## src/rtl/scc_bus_pkg.sv

```systemverilog
// ============================================================================
// Module   : scc_bus_pkg
// Brief    : Shared state encoding and defaults for the SCC slot bus front end.
// Revision : 1.0 - initial release
// ============================================================================
`default_nettype none

package scc_bus_pkg;

    typedef enum logic [2:0] {
        IDLE      = 3'd0,
        READ      = 3'd1,
        READ_HOLD = 3'd2,
        WRITE     = 3'd3,
        RECOVER   = 3'd4
    } scc_bus_state_t;

    localparam int unsigned c_rd_latency_default = 4;
    localparam int          c_cnt_w              = 4;

endpackage

`default_nettype wire

```

## src/rtl/scc_sync2.sv

```systemverilog
// ============================================================================
// Module   : scc_sync2
// Brief    : Parameter-width two-flop synchronizer with a configurable reset value.
// Revision : 1.0 - initial release
// ============================================================================
`default_nettype none

module scc_sync2 #(
    parameter int              WIDTH     = 1,
    parameter logic [WIDTH-1:0] RESET_VAL = '0
) (
    input  logic             clk,
    input  logic             reset,
    input  logic [WIDTH-1:0] d,
    output logic [WIDTH-1:0] q
);

    logic [WIDTH-1:0] r_meta;
    logic [WIDTH-1:0] r_sync;

    always_ff @(posedge clk) begin
        if (reset) begin
            r_meta <= RESET_VAL;
            r_sync <= RESET_VAL;
        end else begin
            r_meta <= d;
            r_sync <= r_meta;
        end
    end

    assign q = r_sync;

endmodule

`default_nettype wire

```

## src/rtl/scc_bus_interface.sv

```systemverilog
// ============================================================================
// Module   : scc_bus_interface
// Brief    : MSX slot front end for scc_register: synchronizes the slot strobes,
//            turns bus cycles into request pulses and drives read data back.
//            Optional macro SCC_BUS_WAIT_EN enables Z80 WAIT during read latency.
// Revision : 1.0 - initial release
// ============================================================================
`default_nettype none

module scc_bus_interface
    import scc_bus_pkg::*;
#(
    parameter int unsigned RD_LATENCY = c_rd_latency_default   // legal 2..15
) (
    input  logic        clk,
    input  logic        reset,
    input  logic        slot_nsltsl,
    input  logic        slot_nrd,
    input  logic        slot_nwr,
    input  logic [14:0] slot_a,
    input  logic [7:0]  slot_d,
    output logic [7:0]  slot_d_out,
    output logic        slot_d_oe,
    output logic        slot_nwait,
    output logic        wrreq,
    output logic        rdreq,
    output logic        wr_active,
    output logic        rd_active,
    output logic [14:0] address,
    output logic [7:0]  wrdata,
    input  logic [7:0]  rddata,
    input  logic        ext_memory_nactive
);

    localparam logic [c_cnt_w-1:0] c_cnt_load = c_cnt_w'(RD_LATENCY - 1);

    logic [2:0]  w_strb_s;
    logic [22:0] w_bus_s;
    logic        w_nsltsl_s;
    logic        w_nrd_s;
    logic        w_nwr_s;
    logic [14:0] w_a_s;
    logic [7:0]  w_d_s;

    // Strobes reset to the inactive level so release of reset cannot fake an edge.
    scc_sync2 #(
        .WIDTH     (3),
        .RESET_VAL (3'b111)
    ) u_sync_strb (
        .clk   (clk),
        .reset (reset),
        .d     ({slot_nsltsl, slot_nrd, slot_nwr}),
        .q     (w_strb_s)
    );

    scc_sync2 #(
        .WIDTH     (23),
        .RESET_VAL (23'd0)
    ) u_sync_bus (
        .clk   (clk),
        .reset (reset),
        .d     ({slot_a, slot_d}),
        .q     (w_bus_s)
    );

    assign w_nsltsl_s = w_strb_s[2];
    assign w_nrd_s    = w_strb_s[1];
    assign w_nwr_s    = w_strb_s[0];
    assign w_a_s      = w_bus_s[22:8];
    assign w_d_s      = w_bus_s[7:0];

    logic r_nrd_d;
    logic r_nwr_d;
    logic w_rd_start;
    logic w_wr_start;

    // A cycle with both strobes low satisfies neither start term and is ignored.
    assign w_rd_start = ~w_nsltsl_s & r_nrd_d & ~w_nrd_s & w_nwr_s;
    assign w_wr_start = ~w_nsltsl_s & r_nwr_d & ~w_nwr_s & w_nrd_s;

    scc_bus_state_t     r_state;
    scc_bus_state_t     w_state_nxt;
    logic [c_cnt_w-1:0] r_cnt;
    logic [c_cnt_w-1:0] w_cnt_nxt;
    logic               w_req_rd;
    logic               w_req_wr;
    logic               w_capture;

    always_comb begin
        w_state_nxt = r_state;
        w_cnt_nxt   = r_cnt;
        w_req_rd    = 1'b0;
        w_req_wr    = 1'b0;
        w_capture   = 1'b0;
        unique case (r_state)
            IDLE: begin
                if (w_rd_start) begin
                    w_state_nxt = READ;
                    w_cnt_nxt   = c_cnt_load;
                    w_req_rd    = 1'b1;
                end else if (w_wr_start) begin
                    w_state_nxt = WRITE;
                    w_req_wr    = 1'b1;
                end
            end
            READ: begin
                // A released strobe takes priority over a data capture in the same cycle.
                if (w_nrd_s | w_nsltsl_s) begin
                    w_state_nxt = RECOVER;
                end else if (r_cnt == '0) begin
                    w_state_nxt = READ_HOLD;
                    w_capture   = 1'b1;
                end else begin
                    w_cnt_nxt = r_cnt - 1'b1;
                end
            end
            READ_HOLD: begin
                if (w_nrd_s | w_nsltsl_s) begin
                    w_state_nxt = RECOVER;
                end
            end
            WRITE: begin
                if (w_nwr_s | w_nsltsl_s) begin
                    w_state_nxt = RECOVER;
                end
            end
            RECOVER: begin
                w_state_nxt = IDLE;
            end
            default: begin
                w_state_nxt = IDLE;
            end
        endcase
    end

    logic        r_wrreq;
    logic        r_rdreq;
    logic        r_wr_active;
    logic        r_rd_active;
    logic [14:0] r_addr;
    logic [7:0]  r_wrdata;
    logic [7:0]  r_dout;
    logic        r_oe;

    always_ff @(posedge clk) begin
        if (reset) begin
            r_state     <= IDLE;
            r_cnt       <= '0;
            r_nrd_d     <= 1'b1;
            r_nwr_d     <= 1'b1;
            r_wrreq     <= 1'b0;
            r_rdreq     <= 1'b0;
            r_wr_active <= 1'b0;
            r_rd_active <= 1'b0;
            r_addr      <= '0;
            r_wrdata    <= '0;
            r_dout      <= '0;
            r_oe        <= 1'b0;
        end else begin
            r_state     <= w_state_nxt;
            r_cnt       <= w_cnt_nxt;
            r_nrd_d     <= w_nrd_s;
            r_nwr_d     <= w_nwr_s;
            r_wrreq     <= w_req_wr;
            r_rdreq     <= w_req_rd;
            r_wr_active <= (w_state_nxt == WRITE);
            r_rd_active <= (w_state_nxt == READ) || (w_state_nxt == READ_HOLD);
            r_oe        <= (w_state_nxt == READ_HOLD) && ext_memory_nactive;
            if (w_req_rd | w_req_wr) begin
                r_addr <= w_a_s;
            end
            if (w_req_wr) begin
                r_wrdata <= w_d_s;
            end
            if (w_capture) begin
                r_dout <= rddata;
            end
        end
    end

`ifdef SCC_BUS_WAIT_EN
    logic r_nwait;

    // WAIT covers exactly the cycles spent waiting for read data.
    always_ff @(posedge clk) begin
        if (reset) begin
            r_nwait <= 1'b1;
        end else begin
            r_nwait <= (w_state_nxt != READ);
        end
    end

    assign slot_nwait = r_nwait;
`else
    assign slot_nwait = 1'b1;
`endif

    assign wrreq      = r_wrreq;
    assign rdreq      = r_rdreq;
    assign wr_active  = r_wr_active;
    assign rd_active  = r_rd_active;
    assign address    = r_addr;
    assign wrdata     = r_wrdata;
    assign slot_d_out = r_dout;
    assign slot_d_oe  = r_oe;

endmodule

`default_nettype wire
```

## config.mk

```make
export PLATFORM = sky130hd
export DESIGN_NAME = scc_bus_interface
export DESIGN_NICKNAME = d
export VERILOG_FILES = /design/src/rtl/scc_bus_pkg.sv /design/src/rtl/scc_sync2.sv /design/src/rtl/scc_bus_interface.sv
export SDC_FILE = /design/constraint.sdc
export NUM_CORES = 1
export LEC_CHECK = 0
export ABC_CLOCK_PERIOD_IN_PS = 1700
export CAP_MARGIN = 10
export CELL_PAD_IN_SITES_DETAIL_PLACEMENT = 2
export CELL_PAD_IN_SITES_GLOBAL_PLACEMENT = 2
export CORE_MARGIN = 2
export CORE_UTILIZATION = 29
export CTS_BUF_LIST = sky130_fd_sc_hd__clkbuf_4
export DETAILED_ROUTE_END_ITERATION = 7
export GPL_TIMING_DRIVEN = 0
export PLACE_DENSITY = 0.75
export SLEW_MARGIN = 20
export SYNTH_ARGS = -nofsm -noshare
export SYNTH_HDL_FRONTEND = slang
export SYNTH_SLANG_ARGS = --single-unit
export TNS_END_PERCENT = 20
```

## constraint.sdc

```tcl
create_clock -name clk -period 1.7 [get_ports clk]
set_input_delay 0.34 -clock clk [delete_from_list [all_inputs] [get_ports clk]]
set_output_delay 0.34 -clock clk [all_outputs]
set_load 0.02 [all_outputs]
```

==> flow_metrics.py <==
metrics = {
    "detailed_routing": {
        "routed_wl_mm": 7.568,
        "drt.antenna.violating_nets": 0,
        "drc": 0,
        "via_count": 2201,
        "routedWlPerCell_um": 14.84,
        "drt_pre_antenna_iters": 3,
        "first_iter_violations": 41,
        "post_drt_via_cell_ratio": 4.316,
    },
    "min_path": {
        "worst_hold_path.endpoint": "u_sync_strb.q[1]",
        "hold_depth": 1,
        "hp-class": "register to register",
        "hp-start": "u_sync_strb.r_meta[1]",
    },
    "global_routing": {
        "grt_busiest_layer": "met2",
        "first_global_vias": 2547,
        "grtUsageMet1_pct": 15.40,
        "met2_usage_pct": 25.34,
        "grt_pass1_wl_mm": 12.40,
        "grt_max_degree": 16,
        "grt_usage_pct": 14.14,
        "use_met3_pct": 3.797,
        "antenna_found_initial": 0,
        "gr-total-overflow": 0,
    },
    "timing": {
        "rsz0062_at_grt": "true",
        "whs_ps": 421.5,
        "max_slew_margin_pct": 66.30,
        "timing.final.crit_share_pct": 104.9,
        "setup_viol": 20,
        "worst_slack_ps": -83.19,
        "maxSlewViolCount": 0,
        "fmax_mhz": 560.8,
        "clock_skew_ps": 22.62,
        "min_period_ps": 1783,
        "tightest_slew_ps": 505.5,
        "hold_viol_final": 0,
    },
    "power": {
        "cellLeakagePower_uw": 0.001742,
        "peakVddDrop_mv": 0.3547,
        "totalPowerFinal_uw": 3767,
        "seqPwrFrac_pct": 62.5,
        "p_switching_uw": 842.0,
        "clkPwrFrac_pct": 31.4,
        "comb_power_share_pct": 6.1,
        "power.internal_uw": 2925,
        "powerDensity_mw_per_mm2": 881.4,
        "sw_frac_of_total_pct": 22.35,
    },
    "cts": {
        "cts_htree_levels": 3,
        "cts.sinks": 97,
        "path_clk_slew_ps": 150,
        "cts_tree": "yes",
        "cts_root_buf": "clkbuf_4",
        "insertion_delay_ps": 450,
        "numCtsBuffers": 9,
        "clock_path_buffers": 2,
    },
    "setup_path": {
        "slowest_delay_ps": 580,
        "cp-end-kind": "register",
        "r2r_start": "r_state[1]",
        "cp.required_ps": 2020,
        "worstPathArrival_ps": 2100,
        "r2r_setup_slack_ps": -80,
        "slowest_stage": "or4_4",
        "cp_top_family": "simple AND/OR/NAND/NOR gates",
        "crit_cells": 6,
        "critPathKind": "register to register",
        "critical_path_buf_inv_count": 2,
        "crit_chain": "or4_4 -> buf_4 -> nor2_4 -> buf_12 -> mux2i_2 -> nor2_1",
        "path_max_fanout": 9,
        "start_kind": "register",
        "reg2reg_depth": 6,
        "rr_endpoint": "wrdata[4]",
    },
    "die": {
        "ioPinCount": 74,
        "design.die.area_mm2": 0.01166,
        "start_util_pct": 30.09,
        "core_mm2": 0.01042,
        "die-width_um": 108.0,
        "die_y_um": 108.0,
        "num_rows": 37,
    },
    "placement": {
        "placed_cell_area_mm2": 0.004026,
        "place_hpwl_mm": 5.184,
        "io_buffer_count": 72,
        "gp_congestion": 0.7058,
        "pre_cts_ws_ps": -438.0,
    },
    "synthesis": {
        "syn_avg_cell_area_um2": 11.19,
        "yosysWarnings": 0,
        "syn_inst": 280,
        "syn_area_mm2": 0.003134,
        "synth-seq-cells": 97,
        "synth-edff-count": 0,
        "syn-num-nets": 318,
        "synth-async-reset-ratio_pct": 0,
        "synthDistinctLibCells": 38,
        "seq_area_frac_synth_pct": 61.96,
        "synth_ff_type": "dfxtp_1",
    },
    "status": {
        "violations": "negative setup slack",
        "status": "finished, violations left",
    },
    "flow_run": {
        "max-cap-violations": 0,
    },
    "final_layout": {
        "design_area_mm2": 0.004274,
        "area_growth_pct": 36.37,
        "nets": 407,
        "drive_gt1_share_pct": 15.24,
        "antenna_cells": 0,
    },
}
## placed cells by master (no fill, tap or decap), drive strengths merged, types with 2 or more instances in the layout
master,instances
dfxtp,97
nor2b,47
nor2,37
clkdlybuf4s50,36
dlygate4sd2,36
mux2i,32
clkbuf,17
buf,14
inv,8
or2,7
nor3,6
clkinv,4
nand2,3
o21ai,3
nand3b,2
o2111ai,2
a21oi,2
## routing by layer
| layer | wire length (um) | vias up |
|---|---|---|
| met5 | 0 | - |
| met4 | 151 | 0 |
| met3 | 375 | 11 |
| met2 | 3980 | 47 |
| met1 | 3061 | 1058 |
| li1 | - | 1085 |
## synthesized netlist by cell type (all sizes together) (3+ instances only)
master	instances	area (um^2)
nor2b	47	294.0
inv	8	30.03
nand2	3	11.26
buf	7	61.30
nor3	6	30.03
o21ai	3	15.01
or2	7	43.79
clkbuf	8	30.03
dfxtp	97	1942
nor2	37	146.4
mux2i	32	320.3
## logic make-up (layout without fill, tap and decap cells)
logic type | Yosys count | in the layout | synth area share [%]
buf+inv | 23 | 117 | 3.872
simple gates | 109 | 109 | 18.96
fa+ha+maj | 1 | 1 | 0.3991
flops | 97 | 97 | 61.96
other cells | 1 | 1 | 0.1196
mux | 33 | 33 | 10.58
compound gates | 16 | 16 | 4.112
## what timing repair did
| action | in CTS | in global routing |
|---|---|---|
| hold buffers | 0 | 0 |
| endpoints found under the hold margin | 0 | 0 |
| endpoints found under the setup margin | 76 | 39 |
| buffers inserted | 9 | 0 |
| gates cloned | 1 | 0 |
| pin swaps | 3 | 5 |
| resized for setup | 52 | 13 |
## flip-flops by register name, indices dropped and copies added, names as in the netlist, 4 cells and up
register	cells
u_sync_bus.q	23
u_sync_bus.r_meta	23
address	15
slot_d_out	8
wrdata	8
r_cnt	4
## power groups by stage
stage               combinational, uW  clock, uW  sequential, uW
floorplan                         103          0            2400
detailed placement                223          0            2410
finish                            228       1180            2360
global route                      253       1350            2360
global placement                  216          0            2400
CTS                               235       1240            2360
## layout make-up
cell class                 count  area, um^2
clock buffer                  10       75.07
timing repair buffer          80       759.5
fill                        1118        6142
inverter                       8       30.03
sequential                    97        1949
buffer                        13       91.34
tap                          136       170.2
clock inverter                 6       58.81
multi-input combinational    160        1140
## worst max-delay path by stage
stage | from | end | slack, ps
after floorplan | r_state[1] | address[10] | -60
after global placement | r_cnt[0] | rd_active | -350
after detailed placement | r_cnt[0] | rd_active | -440
after CTS | r_state[1] | address[3] | -110
after global routing | r_state[1] | wrdata[4] | -160
final | r_state[1] | wrdata[4] | -80
## per-stage QoR
stage	TNS (ps)	instances	utilization [%]
2_1_floorplan	-592.0	280	-
3_3_place_gp	-5712	488	38.65
3_5_place_dp	-7710	488	38.65
4_1_cts	-1850	513	41.17
5_1_grt	-3512	510	41.03
6_report	-843.7	510	41.03
No activity file was read; power rests on OpenSTA's default activity.
